**src/rtl/uart_tx_unit_if.sv**
```systemverilog
// Memory-mapped UART transmit port bundle between the memory controller side
// (master) and the transmitter (slave).
interface uart_tx_unit_if #(
    parameter int UART_Nbit = 8
);
    logic [UART_Nbit-1:0] DataTx_in;
    logic                 enable_StoreTxbuff;
    logic                 Start_uart_tx;
    logic                 clr_tx_flag;
    logic                 SerialDataOut;
    logic                 Tx_busy;
    logic                 Tx_flag;
    logic [UART_Nbit-1:0] TxBuff_out;

    modport master (
        output DataTx_in, enable_StoreTxbuff, Start_uart_tx, clr_tx_flag,
        input  SerialDataOut, Tx_busy, Tx_flag, TxBuff_out
    );

    modport slave (
        input  DataTx_in, enable_StoreTxbuff, Start_uart_tx, clr_tx_flag,
        output SerialDataOut, Tx_busy, Tx_flag, TxBuff_out
    );
endinterface

```
**src/rtl/uart_tx_unit.sv**
```systemverilog
// 8N1-style UART transmitter with a software-loaded holding buffer, start strobe
// and sticky frame-complete flag; the serial pin is driven straight from a flop.
module uart_tx_unit #(
    parameter int UART_Nbit = 8,
    parameter int baudrate  = 9600,
    parameter int clk_freq  = 50000000
) (
    input logic           clk,
    input logic           reset,
    uart_tx_unit_if.slave tx
);
    localparam int BAUD_DIV = clk_freq / baudrate;
    localparam int BAUD_W   = (BAUD_DIV > 1) ? $clog2(BAUD_DIV) : 1;
    localparam int BCNT_W   = $clog2(UART_Nbit + 1);
    localparam logic [BAUD_W-1:0] BAUD_LAST = BAUD_W'(BAUD_DIV - 1);
    localparam logic [BCNT_W-1:0] BITS_LAST = BCNT_W'(UART_Nbit - 1);

    typedef enum logic [1:0] {IDLE, START, DATA, STOP} state_t;

    state_t               state_q, state_d;
    logic [UART_Nbit-1:0] buff_q, buff_d;
    logic [UART_Nbit-1:0] shift_q, shift_d;
    logic [BCNT_W-1:0]    bcnt_q, bcnt_d;
    logic [BAUD_W-1:0]    baud_q, baud_d;
    logic                 line_q, line_d;
    logic                 flag_q, flag_d;
    logic                 baud_tick;
    logic                 frame_done;

    always_comb begin
        state_d    = state_q;
        buff_d     = buff_q;
        shift_d    = shift_q;
        bcnt_d     = bcnt_q;
        baud_d     = baud_q;
        flag_d     = flag_q;
        line_d     = 1'b1;
        frame_done = 1'b0;
        baud_tick  = (baud_q == BAUD_LAST);

        if (tx.enable_StoreTxbuff) begin
            buff_d = tx.DataTx_in;
        end

        unique case (state_q)
            IDLE: begin
                baud_d = '0;
                bcnt_d = '0;
                if (tx.Start_uart_tx) begin
                    state_d = START;
                    // Store and start in the same cycle sends the freshly written byte
                    shift_d = tx.enable_StoreTxbuff ? tx.DataTx_in : buff_q;
                end
            end
            START: begin
                if (baud_tick) begin
                    baud_d  = '0;
                    state_d = DATA;
                end else begin
                    baud_d = baud_q + BAUD_W'(1);
                end
            end
            DATA: begin
                if (baud_tick) begin
                    baud_d  = '0;
                    shift_d = shift_q >> 1;
                    bcnt_d  = bcnt_q + BCNT_W'(1);
                    if (bcnt_q == BITS_LAST) begin
                        state_d = STOP;
                    end
                end else begin
                    baud_d = baud_q + BAUD_W'(1);
                end
            end
            STOP: begin
                if (baud_tick) begin
                    baud_d     = '0;
                    state_d    = IDLE;
                    frame_done = 1'b1;
                end else begin
                    baud_d = baud_q + BAUD_W'(1);
                end
            end
            default: state_d = IDLE;
        endcase

        // Completion outranks a simultaneous software clear
        if (frame_done) begin
            flag_d = 1'b1;
        end else if (tx.clr_tx_flag) begin
            flag_d = 1'b0;
        end

        // Line level is decoded from next state so the pin flop leads the FSM by nothing
        if (state_d == START) begin
            line_d = 1'b0;
        end else if (state_d == DATA) begin
            line_d = shift_d[0];
        end
    end

    always_ff @(posedge clk or negedge reset) begin
        if (!reset) begin
            state_q <= IDLE;
            buff_q  <= '0;
            shift_q <= '0;
            bcnt_q  <= '0;
            baud_q  <= '0;
            line_q  <= 1'b1;
            flag_q  <= 1'b0;
        end else begin
            state_q <= state_d;
            buff_q  <= buff_d;
            shift_q <= shift_d;
            bcnt_q  <= bcnt_d;
            baud_q  <= baud_d;
            line_q  <= line_d;
            flag_q  <= flag_d;
        end
    end

    assign tx.SerialDataOut = line_q;
    assign tx.Tx_busy       = (state_q != IDLE);
    assign tx.Tx_flag       = flag_q;
    assign tx.TxBuff_out    = buff_q;
endmodule
```
**src/flat_wrapper.sv**
```systemverilog
// flat-port wrapper written by rule: the top's interface ports become plain ports
module uart_tx_unit_flat 
#(
    parameter int UART_Nbit = 8,
    parameter int baudrate  = 9600,
    parameter int clk_freq  = 50000000
)
  (clk, reset, tx_DataTx_in, tx_enable_StoreTxbuff, tx_Start_uart_tx, tx_clr_tx_flag, tx_SerialDataOut, tx_Tx_busy, tx_Tx_flag, tx_TxBuff_out);
  uart_tx_unit_if #(.UART_Nbit(UART_Nbit)) tx_i ();
  input logic clk;
  input logic reset;
  input wire logic [$bits(tx_i.DataTx_in)-1:0] tx_DataTx_in;
  input wire logic [$bits(tx_i.enable_StoreTxbuff)-1:0] tx_enable_StoreTxbuff;
  input wire logic [$bits(tx_i.Start_uart_tx)-1:0] tx_Start_uart_tx;
  input wire logic [$bits(tx_i.clr_tx_flag)-1:0] tx_clr_tx_flag;
  output wire logic [$bits(tx_i.SerialDataOut)-1:0] tx_SerialDataOut;
  output wire logic [$bits(tx_i.Tx_busy)-1:0] tx_Tx_busy;
  output wire logic [$bits(tx_i.Tx_flag)-1:0] tx_Tx_flag;
  output wire logic [$bits(tx_i.TxBuff_out)-1:0] tx_TxBuff_out;
  assign tx_i.DataTx_in = tx_DataTx_in;
  assign tx_i.enable_StoreTxbuff = tx_enable_StoreTxbuff;
  assign tx_i.Start_uart_tx = tx_Start_uart_tx;
  assign tx_i.clr_tx_flag = tx_clr_tx_flag;
  assign tx_SerialDataOut = tx_i.SerialDataOut;
  assign tx_Tx_busy = tx_i.Tx_busy;
  assign tx_Tx_flag = tx_i.Tx_flag;
  assign tx_TxBuff_out = tx_i.TxBuff_out;
  uart_tx_unit #(.UART_Nbit(UART_Nbit), .baudrate(baudrate), .clk_freq(clk_freq)) u_core (.clk(clk), .reset(reset), .tx(tx_i));
endmodule
```
**config.mk**
```make
export PLATFORM = sky130hd
export DESIGN_NAME = uart_tx_unit_flat
export DESIGN_NICKNAME = d
export VERILOG_FILES = /design/src/rtl/uart_tx_unit_if.sv /design/src/rtl/uart_tx_unit.sv /design/src/flat_wrapper.sv
export SDC_FILE = /design/constraint.sdc
export NUM_CORES = 1
export LEC_CHECK = 0
export BUFFER_PORTS_ARGS = -buffer_cell sky130_fd_sc_hd__buf_2
export CORE_AREA = 10 10 94 96
export DETAILED_ROUTE_END_ITERATION = 7
export DIE_AREA = 0 0 104 106
export SLEW_MARGIN = 25
export SYNTH_ARGS = -nofsm -noshare
export SYNTH_HDL_FRONTEND = slang
export SYNTH_SLANG_ARGS = --single-unit
export TNS_END_PERCENT = 1
```
**constraint.sdc**
```tcl
create_clock -name clk -period 5 [get_ports clk]
set_clock_uncertainty 0.2 [all_clocks]
set_input_delay 1 -clock clk [delete_from_list [all_inputs] [get_ports clk]]
set_output_delay 1 -clock clk [all_outputs]
set_load 0.1 [all_outputs]
```
==> flow_summary.yaml, run 1 <==
yosys:
  synthesis.nets: 162
  synthTopCellsByArea: "dfrtp_1, mux2_2, a221o_1"
  ys_ff_latch: 37
  synth.largest_area_cell: "dfrtp_1"
  synth_simple_gate_area_share_pct: 19.8
  yosysSeqAreaShare_pct: 54.6
  async_flop_share_pct: 100
  synth_fa_ha_area_share_pct: 1.47
  synth.distinct_cells: 36
  synth_area_um2: 1700
  synth_top_cell_area_share_pct: 53.0
  yosysWarnings: 0
  yosysMostFrequentCell: "dfrtp_1"
  synth_edf_count: 0
  synth_top_flop_cell: "dfrtp_1"
  synth_mux_area_share_pct: 7.73
  syn_inst: 147
  avgSynthCellArea_um2: 11.6
  synth_compound_area_share_pct: 7.66
  synth_xor_area_share_pct: 5.67
  synth_top_family_by_area: "simple AND/OR/NAND/NOR gates"
  synth_common_cells: "dfrtp_1, nor2_1, mux2_2, nand2_1, nand3_1"
global_route:
  antenna_found_initial: 0
  grt_pass1_vias: 1204
  grt_use_total_pct: 6.56
  grt_pass1_wl_mm: 5.84
  grt.overflow.total: 0
  grt_max_degree: 38
clocking:
  ctsHoldBuffers: 0
  insertion_delay_ns: 0.30
  post_cts_buffers: 0
  postCtsResizedCells: 0
  root_buffer: "clkbuf_8"
  cts_max_path_buffers: 2
  cts.clk_slew.worst_paths_ns: 0.07
  cts_tree: "done"
  ctsHtreeMaxLevel: 2
  cts_buffers: 5
  clock-sinks: 37
power_and_ir_drop:
  p_leak_nw: 0.875
  finalPower_mw: 0.805
  internal_power_mw: 0.558
  combPwrFrac_pct: 18.3
  cellPowerDensity_nw_per_um2: 398
  power.switching_mw: 0.247
  ir_drop_mv: 0.100
  p_sw_share_pct: 30.6
  power_frac_clock_pct: 33.8
  power_frac_seq_pct: 47.9
sta:
  rsz0062_at_grt: "false"
  max_freq_mhz: 358
  layout_worst_path_cycle_share_pct: 55.9
  fin_setup_tns_ns: 0
  slew_violations: 0
  finalHoldViolations: 0
  tightestPinTransition_ns: 0.797
  relSlewSlack_pct: 46.9
  min_period_ns: 2.79
  finalSetupViolCount: 0
  holdWs_ns: 0.277
hold_path:
  hold_start: "u_core.bcnt_q[3]"
  min_path_type: "reg2reg"
final_layout:
  drive_gt1_share_pct: 25.4
  fin_nets: 187
  fill_cells: 757
  area_growth_syn_to_layout_pct: 18.9
  fin_area_um2: 2020
  num_antenna_cells: 0
detailed_routing:
  vias_per_cell: 4.36
  ant_nets: 0
  vias: 1187
  drt_wl_total_mm: 3.41
  drt_iter0_drc: 53
  firstDrtPassIters: 4
  drc: 0
  wl_per_cell_um: 12.5
placed_design:
  placed_area_um2: 1900
  gp_congestion: 0.741
  io_buffers: 23
  dp_hpwl_mm: 2.48
floorplan:
  ios: 24
  fp-row-count: 31
  die_w_um: 104
  start_util_pct: 24.1
  core_um2: 7060
  die_h_um: 106
  dieArea_um2: 11000
job:
  drv_cap: 0
worst_setup_path:
  startpoint: "u_core.state_q[0]"
  cp_max_fo: 6
  end_kind: "output port"
  crit-reg2reg-launch: "u_core.baud_q[0]"
  crit_type: "reg2out"
  worstPathArrival_ns: 1.59
  worst_setup_path_start_kind: "flip-flop"
  critPathRequiredTime_ns: 3.80
outcome:
  outcome: "finished, final reports clean"
-- metal layers --
| layer | track usage, % | vias up | part of all wire [%] |
|---|---|---|---|
| li1 | - | 573 | - |
| met1 | 7.43 | 588 | 46 |
| met2 | 10.5 | 17 | 47 |
| met3 | 1.81 | 9 | 3.3 |
| met4 | 4.77 | 0 | 3.1 |
| met5 | 0 | - | 0 |
-- through the flow --
step / util (%) / instances / setup slack (ns)
after global routing: 28.6 / 272 / 1.99
after global placement: 26.9 / 264 / 2.56
after detailed placement: 26.9 / 264 / 2.51
after CTS: 28.6 / 272 / 2.17
final: 28.6 / 272 / 2.21
after floorplan: - / 147 / 2.64
-- power by group through the flow --
stage	sequential [mW]	combinational, mW	clock (mW)
2_1_floorplan	0.428	0.0708	0
3_3_place_gp	0.389	0.148	0
3_5_place_dp	0.391	0.150	0
4_1_cts	0.386	0.150	0.280
5_1_grt	0.395	0.164	0.291
6_report	0.386	0.147	0.272
-- state kept, by name (all words and copies together), names as in the netlist --
register and cells:
u_core.baud_q 13, u_core.bcnt_q 4, u_core.shift_q 8, u_core.state_q 2
u_core.tx.SerialDataOut 1, u_core.tx.TxBuff_out 8, u_core.tx.Tx_flag 1
-- final timing paths --
check | to | slack (ns) | cells after the start
worst max register to register | u_core.shift_q[2] | 2.67 | 5
worst min-delay path | u_core.bcnt_q[3] | 0.28 | 1
worst min register to register | u_core.bcnt_q[3] | 0.28 | 1
worst max-delay path | tx_Tx_busy | 2.21 | 3
max in group asynchronous | u_core.tx.TxBuff_out[6] | 3.51 | 1
min in group asynchronous | u_core.baud_q[6] | 0.58 | 1
-- area by class of cell --
type                    instances  area, µm²  share of cell area (%)
clock inverters                 2       37.5                    1.86
well taps                      99        124                    6.13
flip-flops and latches         37        927                    45.9
multi-input cells             101        719                    35.6
inverters                       4       15.0                   0.743
clock buffers                   6       82.6                    4.09
repair buffers                 23        115                    5.70
-- cells by family (layout without fill, tap and decap cells) --
group,Yosys count,in the layout
buf+inv,9,35
flops,37,37
fa+ha+maj,2,2
mux,12,12
compound gates,17,17
xor+xnor,11,11
simple gates,59,59
-- worst max-delay path, stage by stage (launching register included) --
cell,delay [ns]
dfrtp_1,0.43
nor2_1,0.38
inv_1,0.16
buf_2,0.33
-- cell usage in the layout, fill, tap and decap left out --
master,instances
inv_1,4
mux2_2,9
and4_1,2
and3_1,1
a21oi_2,1
nand2_1,9
nor3_1,3
nor2b_1,6
nor2_1,15
xnor2_1,6
nand2b_1,1
and4b_1,1
or3b_1,1
clkinvlp_4,1
dfstp_2,1
mux2i_1,3
nand3b_1,1
nand4_1,3
clkbuf_8,6
nand3_1,8
and3b_1,1
or3_1,3
a21oi_1,1
o21ai_0,5
o22ai_1,1
and4bb_1,1
and2_1,1
dfrtp_1,36
and4bb_4,2
bufinv_16,1
a31oi_1,1
o41ai_1,1
o211a_1,1
ha_1,2
xor2_1,5
a221o_1,6
buf_2,23
No activity file was read; power rests on OpenSTA's default activity.
==> run 2: changes to the inputs <==
==> constraint.sdc (replaced) <==
create_clock -name clk -period 2.85 [get_ports clk]
set_clock_uncertainty 0.2 [all_clocks]
set_input_delay 0.57 -clock clk [delete_from_list [all_inputs] [get_ports clk]]
set_output_delay 0.57 -clock clk [all_outputs]
set_load 0.1 [all_outputs]
==> flow_summary.yaml, run 2 (synthesis results as in run 1) <==
outcome:
  outcome: "finished, final reports clean"
floorplan:
  ios: 24
  dieArea_um2: 11000
  die_h_um: 106
  die_w_um: 104
  core_um2: 7060
  start_util_pct: 24.1
  fp-row-count: 31
sta:
  max_freq_mhz: 436
  relSlewSlack_pct: 44.8
  fin_setup_tns_ns: 0
  rsz0062_at_grt: "false"
  slew_violations: 0
  finalSetupViolCount: 0
  tightestPinTransition_ns: 0.827
  holdWs_ns: 0.173
  finalHoldViolations: 0
  layout_setup_ws_ns: 0.556
  min_period_ns: 2.29
  layout_worst_path_cycle_share_pct: 80.5
clocking:
  cts_tree: "done"
  postCtsResizedCells: 0
  ctsHoldBuffers: 0
  root_buffer: "clkbuf_8"
  clock-sinks: 37
  cts_max_path_buffers: 2
  post_cts_buffers: 0
  insertion_delay_ns: 0.28
  cts.clk_slew.worst_paths_ns: 0.07
  ctsHtreeMaxLevel: 2
  cts_buffers: 5
worst_setup_path:
  critPathSlowestCell: "buf_2"
  worstPathArrival_ns: 1.52
  end_kind: "output port"
  critical_path.cell_chain: "nor2_1, buf_4, inv_1, buf_2"
  crit_type: "reg2out"
  cp_max_fo: 6
  cpPeakStageDelay_ns: 0.46
  critPathRequiredTime_ns: 2.08
  worst_setup_path_start_kind: "flip-flop"
global_route:
  grt_pass1_vias: 1297
  grt_pass1_wl_mm: 5.92
  antenna_found_initial: 0
  grt_use_total_pct: 6.43
  grt_max_degree: 38
  grt.overflow.total: 0
detailed_routing:
  drt_iter0_drc: 105
  vias_per_cell: 4.31
  drt_wl_total_mm: 3.29
  drc: 0
  vias: 1177
  ant_nets: 0
  wl_per_cell_um: 12.0
  firstDrtPassIters: 4
placed_design:
  io_buffers: 23
  dp_hpwl_mm: 2.42
  preCtsSetupSlack_ns: 0.595
  dp.cells: 265
  gp_congestion: 0.734
hold_path:
  min_path_type: "in2async"
final_layout:
  final_cells: 273
  num_antenna_cells: 0
  final_cell_mix: "dfrtp_1, buf_2, nor2_1"
  fin_util_pct: 28.7
  final_common_cell: "dfrtp_1"
  top_register: "u_core.baud_q"
  fin_nets: 188
  area_growth_syn_to_layout_pct: 19.4
  drive_gt1_share_pct: 25.9
  largest_reg_flops: 13
power_and_ir_drop:
  p_leak_nw: 0.881
  ir_drop_mv: 0.176
  cellPowerDensity_nw_per_um2: 691
job:
  drv_cap: 0
run 2: area by class of cell:
| class | count | area, µm² |
|---|---|---|
| well taps | 99 | 124 |
| clock buffers | 6 | 82.6 |
| fillers | 749 | 5030 |
| clock inverters | 2 | 37.5 |
| repair buffers | 24 | 123 |
| inverters | 4 | 15.0 |
| flip-flops and latches | 37 | 927 |
| multi-input cells | 101 | 719 |
run 2: worst paths after layout:
kind                                   startpoint                 to  slack (ns)  cells after the start
worst max-delay path            u_core.state_q[1]         tx_Tx_busy        0.56                      4
worst min-delay path                        reset   u_core.baud_q[8]        0.17                      1
worst max register to register   u_core.baud_q[0]  u_core.shift_q[1]        0.60                      5
worst min register to register   u_core.bcnt_q[3]   u_core.bcnt_q[3]        0.27                      1
max in group asynchronous                   reset   u_core.bcnt_q[1]        1.75                      1
min in group clk                 u_core.bcnt_q[3]   u_core.bcnt_q[3]        0.27                      1
run 2: worst max-delay path, delay by kind of cell (launching register included):
kind	cells	cell delay (ns)
and+or+nand+nor	1	0.06
DFF	1	0.43
buffers and inverters	3	0.75
run 2: metal layers:
layer / GRT usage (%) / wire length, µm / vias up
met5: 0 / 0 / -
met4: 3.88 / 60 / 0
met3: 1.75 / 122 / 4
met2: 11.1 / 1560 / 19
met1: 6.95 / 1550 / 583
li1: - / - / 571
run 2: per-stage QoR:
stage	total power [mW]	area (µm²)
floorplan	0.875	1700
global placement	0.941	1910
detailed placement	0.946	1910
CTS	1.42	2030
global route	1.48	2030
finish	1.40	2030
run 2: power by group:
part / switching (mW) / total, mW / internal [mW] / leakage [nW]
clock: 0.185 / 0.470 / 0.284 / 0.0574
combinational: 0.164 / 0.258 / 0.0944 / 0.357
sequential: 0.0733 / 0.674 / 0.601 / 0.466
total: 0.422 / 1.40 / 0.980 / 0.881
==> run 3: changes to the inputs <==
==> constraint.sdc (replaced) <==
create_clock -name clk -period 2.2 [get_ports clk]
set_clock_uncertainty 0.2 [all_clocks]
set_input_delay 0.44 -clock clk [delete_from_list [all_inputs] [get_ports clk]]
set_output_delay 0.44 -clock clk [all_outputs]
set_load 0.1 [all_outputs]
==> flow_summary.yaml, run 3 (synthesis results as in run 1) <==
clocking:
  cts_tree: "done"
  clock-sinks: 37
  ctsHtreeMaxLevel: 2
  post_cts_buffers: 0
  insertion_delay_ns: 0.28
  cts_buffers: 5
  root_buffer: "clkbuf_8"
  cts_max_path_buffers: 2
  cts.clk_slew.worst_paths_ns: 0.07
detailed_routing:
  drt_wl_total_mm: 3.38
  drc: 0
  ant_nets: 0
  vias: 1205
  wl_per_cell_um: 12.2
  drt_iter0_drc: 57
  firstDrtPassIters: 4
  vias_per_cell: 4.33
floorplan:
  fp-row-count: 31
  core_um2: 7060
  ios: 24
  dieArea_um2: 11000
  start_util_pct: 24.1
  die_w_um: 104
  die_h_um: 106
final_layout:
  area_growth_syn_to_layout_pct: 20.5
  largest_reg_flops: 13
  num_antenna_cells: 0
  drive_gt1_share_pct: 27.9
  final_cell_mix: "dfrtp_1, buf_2, nor2_1"
  fill_cells: 773
  fin_nets: 194
  top_register: "u_core.baud_q"
  final_cells: 278
  fin_area_um2: 2050
  final_common_cell: "dfrtp_1"
worst_setup_path:
  worst-r2r-cell-count: 5
  startpoint: "u_core.state_q[0]"
  critPathSlowestCell: "buf_2"
  crit_type: "reg2out"
  end_kind: "output port"
  crit_family: "buffers and inverters"
  reg2reg_to: "u_core.shift_q[3]"
  worstPathArrival_ns: 1.41
  path_depth: 3
  cp_max_fo: 6
  crit_buf_inv: 2
  worst_setup_path_start_kind: "flip-flop"
  cpPeakStageDelay_ns: 0.46
  critical_path.cell_chain: "nor2_1, inv_1, buf_2"
  crit-reg2reg-launch: "u_core.baud_q[0]"
  regToRegSetupSlack_ns: 0.21
  endpoint: "tx_Tx_busy"
  critPathRequiredTime_ns: 1.56
sta:
  tightestPinTransition_ns: 0.516
  max_freq_mhz: 488
  layout_worst_path_cycle_share_pct: 93.1
  finalSetupViolCount: 0
  rsz0062_at_grt: "false"
  relSlewSlack_pct: 65.6
  min_period_ns: 2.05
  fin_setup_tns_ns: 0
  slew_violations: 0
  finalHoldViolations: 0
global_route:
  antenna_found_initial: 0
  grt.overflow.total: 0
  grt_pass1_vias: 1283
  grt_use_total_pct: 6.76
  grt_pass1_wl_mm: 6.15
  grt_max_degree: 23
placed_design:
  placed_area_um2: 1950
  dp_hpwl_mm: 2.56
  dp.cells: 270
  io_buffers: 23
  gp_congestion: 0.776
hold_path:
  min_path_type: "in2reg"
power_and_ir_drop:
  p_leak_nw: 0.895
  finalPower_mw: 1.69
  ir_drop_mv: 0.202
  cellPowerDensity_nw_per_um2: 828
job:
  drv_cap: 0
outcome:
  outcome: "finished, final reports clean"
-- run 3: changes by cell type in the layout (fill, tap and decap cells not counted), sizes merged --
cell and delta:
dlygate4sd3 +1, buf +5, bufinv -1
-- run 3: worst register-to-register path: cells and delay by family (launching register included) --
family | cells | cell delay, ns
simple gates | 2 | 0.49
flops | 1 | 0.42
compound gates | 1 | 0.34
fa+ha+maj | 1 | 0.22
buf+inv | 1 | 0.18
-- run 3: stage by stage --
step           hold slack [ns]  utilization [%]  setup WS [ns]
3_3_place_gp             0.239             27.6          0.226
4_1_cts                  0.147             29.0          0.119
2_1_floorplan          -0.0556                -          0.256
3_5_place_dp             0.244             27.6          0.182
5_1_grt                  0.141             29.0         0.0508
6_report                 0.155             29.0          0.153
-- run 3: final cells by class --
cell class,count,area (µm²),area share (%)
clock inverters,1,7.51,0.367
well taps,99,124,6.05
flip-flops and latches,37,927,45.3
repair buffers,30,170,8.31
clock buffers,6,82.6,4.03
multi-input cells,101,721,35.2
inverters,4,15.0,0.733
-- run 3: metal layers --
| layer | GRT usage (%) | up-vias | share of wire [%] |
|---|---|---|---|
| met2 | 11.5 | 23 | 47 |
| met4 | 3.58 | 0 | 2.3 |
| li1 | - | 584 | - |
| met3 | 1.93 | 6 | 3.8 |
| met1 | 7.53 | 592 | 46 |
| met5 | 0 | - | 0 |
-- run 3: what timing repair did --
action / in CTS / in global routing
setup endpoints to repair: 0 / 2
endpoints found under the hold margin: 20 / 0
resized for setup: 0 / 1
hold buffers: 1 / 0
-- run 3: where the power goes --
group / switching (mW) / internal (mW)
clock: 0.229 / 0.247
combinational: 0.210 / 0.130
sequential: 0.0995 / 0.779
-- run 3: worst min path at each step --
stage | start | endpoint | slack (ns) | cells past startpoint
after CTS | tx_clr_tx_flag | u_core.tx.Tx_flag | 0.15 | 2
after floorplan | reset | u_core.baud_q[0] | -0.06 | 0
after global placement | reset | u_core.baud_q[2] | 0.24 | 1
after detailed placement | reset | u_core.baud_q[2] | 0.24 | 1
after global routing | tx_clr_tx_flag | u_core.tx.Tx_flag | 0.14 | 2
final | tx_clr_tx_flag | u_core.tx.Tx_flag | 0.15 | 2
